===== src/rtl/reg_ctrl.sv =====
// reg_ctrl: sequencing decoder between instruction fetch and the register
// file / ALU / data memory. A four-state FSM (FETCH, EXEC, MEM, WB) latches
// one instruction, drives registered controls, and stalls memory ops on
// BUSYWAIT. READY is the only combinational output.
module reg_ctrl (
   input  logic        CLK,
   input  logic        RESET,
   input  logic [31:0] INSTRUCTION,
   input  logic        INSTR_VALID,
   input  logic        BUSYWAIT,
   output logic        READY,
   output logic [2:0]  INADDRESS,
   output logic [2:0]  OUT1ADDRESS,
   output logic [2:0]  OUT2ADDRESS,
   output logic        WRITE,
   output logic [7:0]  IMMEDIATE,
   output logic [2:0]  ALUOP,
   output logic        IMM_SEL,
   output logic        NEG_SEL,
   output logic        MEM_READ,
   output logic        MEM_WRITE,
   output logic        WB_SEL,
   output logic        JUMP,
   output logic        BRANCH,
   output logic        ILLEGAL
);

   typedef enum logic [1:0] {FETCH, EXEC, MEM, WB} state_t;

   localparam logic [2:0] ALU_FWD = 3'b000;
   localparam logic [2:0] ALU_ADD = 3'b001;
   localparam logic [2:0] ALU_AND = 3'b010;
   localparam logic [2:0] ALU_OR  = 3'b011;

   state_t      state, state_nxt;
   logic [31:0] ir;
   logic [31:0] dw;

   // decoded fields of the word in flight
   logic        use_rd, use_rs1, use_rs2, bad_op, illegal;
   logic        is_mem, is_load, reg_wr;
   logic [2:0]  d_aluop;
   logic        d_imm_sel, d_neg_sel, d_jump, d_branch, imm_hi;

   // next values of the registered outputs
   logic        drive_base;
   logic        n_write, n_mem_read, n_mem_write, n_wb_sel, n_illegal;

   assign READY = (state == FETCH);

   // Decode the incoming word while accepting, the latched word afterwards,
   // so INSTRUCTION changes outside FETCH have no effect.
   assign dw = (state == FETCH) ? INSTRUCTION : ir;

   // Opcode decode: which fields are registers, ALU setup, and op class
   always_comb begin
      use_rd    = 1'b0;
      use_rs1   = 1'b0;
      use_rs2   = 1'b0;
      bad_op    = 1'b0;
      is_mem    = 1'b0;
      is_load   = 1'b0;
      reg_wr    = 1'b0;
      d_aluop   = ALU_FWD;
      d_imm_sel = 1'b0;
      d_neg_sel = 1'b0;
      d_jump    = 1'b0;
      d_branch  = 1'b0;
      imm_hi    = 1'b0;
      case (dw[31:24])
         8'd0:  begin use_rd = 1'b1; d_imm_sel = 1'b1; reg_wr = 1'b1; end
         8'd1:  begin use_rd = 1'b1; use_rs2 = 1'b1; reg_wr = 1'b1; end
         8'd2:  begin use_rd = 1'b1; use_rs1 = 1'b1; use_rs2 = 1'b1;
                      d_aluop = ALU_ADD; reg_wr = 1'b1; end
         8'd3:  begin use_rd = 1'b1; use_rs1 = 1'b1; use_rs2 = 1'b1;
                      d_aluop = ALU_ADD; d_neg_sel = 1'b1; reg_wr = 1'b1; end
         8'd4:  begin use_rd = 1'b1; use_rs1 = 1'b1; use_rs2 = 1'b1;
                      d_aluop = ALU_AND; reg_wr = 1'b1; end
         8'd5:  begin use_rd = 1'b1; use_rs1 = 1'b1; use_rs2 = 1'b1;
                      d_aluop = ALU_OR; reg_wr = 1'b1; end
         8'd6:  begin d_jump = 1'b1; imm_hi = 1'b1; end
         8'd7:  begin use_rs1 = 1'b1; use_rs2 = 1'b1; d_aluop = ALU_ADD;
                      d_neg_sel = 1'b1; d_branch = 1'b1; imm_hi = 1'b1; end
         8'd8:  begin use_rd = 1'b1; use_rs2 = 1'b1; is_mem = 1'b1; is_load = 1'b1; end
         8'd9:  begin use_rd = 1'b1; d_imm_sel = 1'b1; is_mem = 1'b1; is_load = 1'b1; end
         8'd10: begin use_rs1 = 1'b1; use_rs2 = 1'b1; is_mem = 1'b1; end
         8'd11: begin use_rs1 = 1'b1; d_imm_sel = 1'b1; is_mem = 1'b1; end
         default: bad_op = 1'b1;
      endcase
      illegal = bad_op
              | (use_rd  & (|dw[23:19]))
              | (use_rs1 & (|dw[15:11]))
              | (use_rs2 & (|dw[7:3]));
   end

   // Next state and next registered controls; anything not driven is 0
   always_comb begin
      state_nxt   = state;
      drive_base  = 1'b0;
      n_write     = 1'b0;
      n_mem_read  = 1'b0;
      n_mem_write = 1'b0;
      n_wb_sel    = 1'b0;
      n_illegal   = 1'b0;
      case (state)
         FETCH: begin
            if (INSTR_VALID) begin
               state_nxt = EXEC;
               if (illegal) begin
                  n_illegal = 1'b1;
               end else begin
                  drive_base = 1'b1;
                  n_write    = reg_wr;
               end
            end
         end
         EXEC: begin
            if (is_mem && !illegal) begin
               state_nxt   = MEM;
               drive_base  = 1'b1;
               n_mem_read  = is_load;
               n_mem_write = !is_load;
            end else begin
               state_nxt = FETCH;
            end
         end
         MEM: begin
            if (BUSYWAIT) begin
               drive_base  = 1'b1;
               n_mem_read  = is_load;
               n_mem_write = !is_load;
            end else if (is_load) begin
               state_nxt  = WB;
               drive_base = 1'b1;
               n_write    = 1'b1;
               n_wb_sel   = 1'b1;
            end else begin
               state_nxt = FETCH;
            end
         end
         default: state_nxt = FETCH;
      endcase
   end

   // State register and instruction latch
   always_ff @(posedge CLK or negedge RESET) begin
      if (!RESET) begin
         state <= FETCH;
         ir    <= '0;
      end else begin
         state <= state_nxt;
         if (state == FETCH && INSTR_VALID) ir <= INSTRUCTION;
      end
   end

   // Registered control outputs; addresses/ALU setup only while driven
   always_ff @(posedge CLK or negedge RESET) begin
      if (!RESET) begin
         INADDRESS   <= '0;
         OUT1ADDRESS <= '0;
         OUT2ADDRESS <= '0;
         IMMEDIATE   <= '0;
         ALUOP       <= '0;
         IMM_SEL     <= 1'b0;
         NEG_SEL     <= 1'b0;
         JUMP        <= 1'b0;
         BRANCH      <= 1'b0;
         WRITE       <= 1'b0;
         MEM_READ    <= 1'b0;
         MEM_WRITE   <= 1'b0;
         WB_SEL      <= 1'b0;
         ILLEGAL     <= 1'b0;
      end else begin
         INADDRESS   <= drive_base ? dw[18:16] : 3'd0;
         OUT1ADDRESS <= drive_base ? dw[10:8]  : 3'd0;
         OUT2ADDRESS <= drive_base ? dw[2:0]   : 3'd0;
         IMMEDIATE   <= drive_base ? (imm_hi ? dw[23:16] : dw[7:0]) : 8'd0;
         ALUOP       <= drive_base ? d_aluop : ALU_FWD;
         IMM_SEL     <= drive_base & d_imm_sel;
         NEG_SEL     <= drive_base & d_neg_sel;
         JUMP        <= drive_base & d_jump;
         BRANCH      <= drive_base & d_branch;
         WRITE       <= n_write;
         MEM_READ    <= n_mem_read;
         MEM_WRITE   <= n_mem_write;
         WB_SEL      <= n_wb_sel;
         ILLEGAL     <= n_illegal;
      end
   end

endmodule

===== config.mk =====
export PLATFORM = sky130hd
export DESIGN_NAME = reg_ctrl
export DESIGN_NICKNAME = d
export VERILOG_FILES = /design/src/rtl/reg_ctrl.sv
export SDC_FILE = /design/constraint.sdc
export NUM_CORES = 1
export LEC_CHECK = 0
export ABC_CLOCK_PERIOD_IN_PS = 2870
export CORE_MARGIN = 2
export CORE_UTILIZATION = 50
export CTS_CLUSTER_SIZE = 14
export DETAILED_ROUTE_END_ITERATION = 12
export PLACE_DENSITY = 0.9
export SLEW_MARGIN = 15
export SYNTH_ARGS = -nofsm -noshare
export SYNTH_HDL_FRONTEND = slang
export SYNTH_SLANG_ARGS = --single-unit

===== constraint.sdc =====
create_clock -name CLK -period 2.87 [get_ports CLK]
set_input_delay 0.4305 -clock CLK [delete_from_list [all_inputs] [get_ports CLK]]
set_output_delay 0.4305 -clock CLK [all_outputs]
set_load 0.01 [all_outputs]

==> summary.md <==
| Metric | Value |
|---|---|
| Run status | `finished, final reports clean` |
| Post-synth EDFFs | `0` |
| Placed Area | `3677 um^2` |
| Worst-path clk slew | `0.07 ns` |
| Syn nets | `263` |
| # IOs | `66` |
| CP Capture Type | `flop` |
| Via density | `5.469` |
| Setup Crit Path Kind | `flop to flop` |
| CTS Buf Count | `9` |
| Worst-path maximum fanout | `32` |
| Cell Rows | `27` |
| Max_slew headroom | `50.22%` |
| Post-synth ARST share | `100.0%` |
| Clock skew | `0.01108 ns` |
| Setup Buffers After CTS | `0` |
| Initial Utilization | `52.15%` |
| CTS sink count | `62` |
| Peak VDD IR | `0.4727 mV` |
| Die area | `6402 um^2` |
| Pre-antenna DRT Iters | `4` |
| Maxcap violations | `0` |
| GRT Residual Overflow | `0` |
| Worst path required time | `3.12 ns` |
| Hpwl dp | `3959 um` |
| Seq cells post-synth | `62` |
| DRC | `0` |
| Final Setup Violations | `0` |
| DRT Wirelength | `5795 um` |
| Top post-synthesis cells by area | `dfrtp_1 (54%), mux2_2 (13%), mux4_2 (6.2%)` |
| Power Dens Cells | `932.5 nW/um^2` |
| Tcrit/Tclk final | `94.56%` |
| Pleak | `1.647 nW` |
| Via count of the first global-routing pass | `1944` |
| Worst hold path type | `input pin to asynchronous set/reset pin` |
| Final instance area | `3860 um^2` |
| Setup crit start | `state[0]` |
| Achievable Freq | `368.5 MHz` |
| Largest net degree at the start of global routing | `63` |
| Ant diodes | `0` |
| Netlist cell types | `42` |
| Worst-margin pin slew | `0.7468 ns` |
| Yosys top cell area share | `53.70%` |
| Final hold violation count | `0` |
| Syn avg cell area | `12.96 um^2` |
| Top_reg_cell synth | `dfrtp_1` |
| Die Span X | `80.02 um` |
| CORE AREA | `5540 um^2` |
| Synth Warn # | `0` |
| Chip Height | `80.02 um` |
| Global-route wire length before repair | `9370 um` |
| Worst R2R Setup Slack | `0.16 ns` |
| Clock tree from TritonCTS | `yes` |
| P&R area growth vs syn | `33.61%` |
| Root Driver | `clkbuf_8` |
| Synth Cell Area | `2889 um^2` |
| H-tree Lvls | `3` |
| Post-synth top area cell | `dfrtp_1` |
| Final setup margin | `0.1562 ns` |
| DR iter-0 viols | `135` |
| Fillers | `400` |
| Fin crit period | `2.714 ns` |
| Initial antenna violation count | `0` |
| Clk_lat worst skew | `0.33 ns` |
| Drt wl/cell | `15.37 um` |
| Max Slew Vio Count | `0` |
| Nets | `340` |
| Crit start category | `flop` |
| Tot GR Track Use | `19.68%` |
| Port bufs | `64` |
| Sequential area share after synthesis | `53.70%` |
| Worst r2r src | `state[0]` |
| Place WS | `0.008098 ns` |
| Remaining antenna violation count | `0` |
| GP Congestion | `0.8292` |
| Layout cells sized above 1 | `25.57%` |
| CP arrival | `2.96 ns` |
| Mapped Cells | `223` |
| CTS Buffer Depth | `2` |
| Via count | `2062` |
==> cell usage in the layout (no fill, tap or decap), drive strengths merged, types with 2 or more instances in the layout <==
cell type and instances:
nor3 2, o22ai 3, nand2 11, nor4 5
inv 4, mux2i 14, nand3 3, nor2b 9
nor2 15, clkinv 3, buf 13, o21ai 4
a21oi 8, and3 2, clkbuf 12, clkdlybuf4s50 63
nor4b 2, dfrtp 62, ha 4, mux4 8
or3b 2, or4 4, mux2 33
==> cell usage after synthesis, types with 2 or more instances <==
cell type,instances
dfrtp_1,62
mux2_2,33
nor2_1,15
mux2i_1,14
nand2_1,11
nor2b_1,9
a21oi_1,8
mux4_2,8
nor4_1,5
clkbuf_1,4
ha_1,4
o21ai_0,4
or4_1,4
buf_2,3
buf_4,3
inv_1,3
nand3_1,3
o22ai_1,3
and3_1,2
nor3_1,2
or3b_2,2
==> per-layer routing <==
metal / global-route usage (%) / wire, um
met5: 0 / 0
met4: 10.85 / 149
met3: 4.072 / 292
met2: 29.00 / 2744
met1: 27.29 / 2608
==> critical path: stages, from the launching register on <==
cell,delay [ns]
dfrtp_1,0.42
inv_1,0.10
ha_1,0.19
buf_12,0.23
mux2i_2,0.37
nand2_1,0.17
o22ai_1,0.29
o221ai_2,0.20
or3b_2,0.48
a21oi_1,0.17
==> path summary, 6_finish.rpt <==
kind,cells after the start,end
setup / recovery,9,state[1]
min in group CLK,1,ir[9]
hold / removal,2,OUT2ADDRESS[0]
hold reg to reg,1,ir[9]
max in group asynchronous,2,JUMP
setup reg to reg,9,state[1]
==> area by class of cell <==
cell class | instances | area [um^2] | area share [%]
sequential | 62 | 1551 | 40.19
multi-input combinational | 147 | 1285 | 33.29
timing repair buffer | 76 | 750.7 | 19.45
clock buffer | 12 | 145.1 | 3.760
tap | 72 | 90.09 | 2.334
clock inverter | 4 | 22.52 | 0.5835
inverter | 4 | 15.01 | 0.3890
==> cell families after synthesis <==
family                   count (synthesis)  share of synthesized area [%]
other                                    1                         0.1298
flip-flops                              62                          53.70
multiplexers                            55                          23.95
adder cells (fa/ha/maj)                  5                          2.079
AO/OA/AOI/OAI                           25                          5.847
buffers and inverters                   14                          2.338
AND/OR/NAND/NOR                         61                          11.95
==> flip-flops by register name, summed over array words and instances (netlist names) <==
signal / count
MEM_WRITE: 1
WB_SEL: 1
NEG_SEL: 1
INADDRESS: 3
MEM_READ: 1
BRANCH: 1
IMMEDIATE: 8
ALUOP: 2
OUT2ADDRESS: 3
WRITE: 1
OUT1ADDRESS: 3
ir: 32
JUMP: 1
ILLEGAL: 1
IMM_SEL: 1
state: 2
==> power by group <==
| group | switching, mW | internal [mW] | total, mW |
|---|---|---|---|
| sequential | 0.173 | 1.16 | 1.33 |
| combinational | 0.736 | 0.889 | 1.63 |
| clock | 0.311 | 0.333 | 0.644 |
==> timing repair <==
action                                  4_1_cts  5_1_grt
resized for setup                             0        4
hold buffers                                  0        0
endpoints found under the setup margin        0       23
==> metrics by stage <==
stage          util, %  cells  total power [mW]  hold slack [ns]  setup TNS [ns]
6_report         69.67    377             3.599           0.2412               0
5_1_grt          69.67    377             3.830           0.3271        -0.06113
4_1_cts          69.40    377             3.573           0.2720               0
3_5_place_dp     66.37    361             2.919           0.4905               0
3_3_place_gp     66.37    361             2.872           0.4850               0
2_1_floorplan        -    223             2.424           0.1349               0
(Power assumes the default switching activity.)
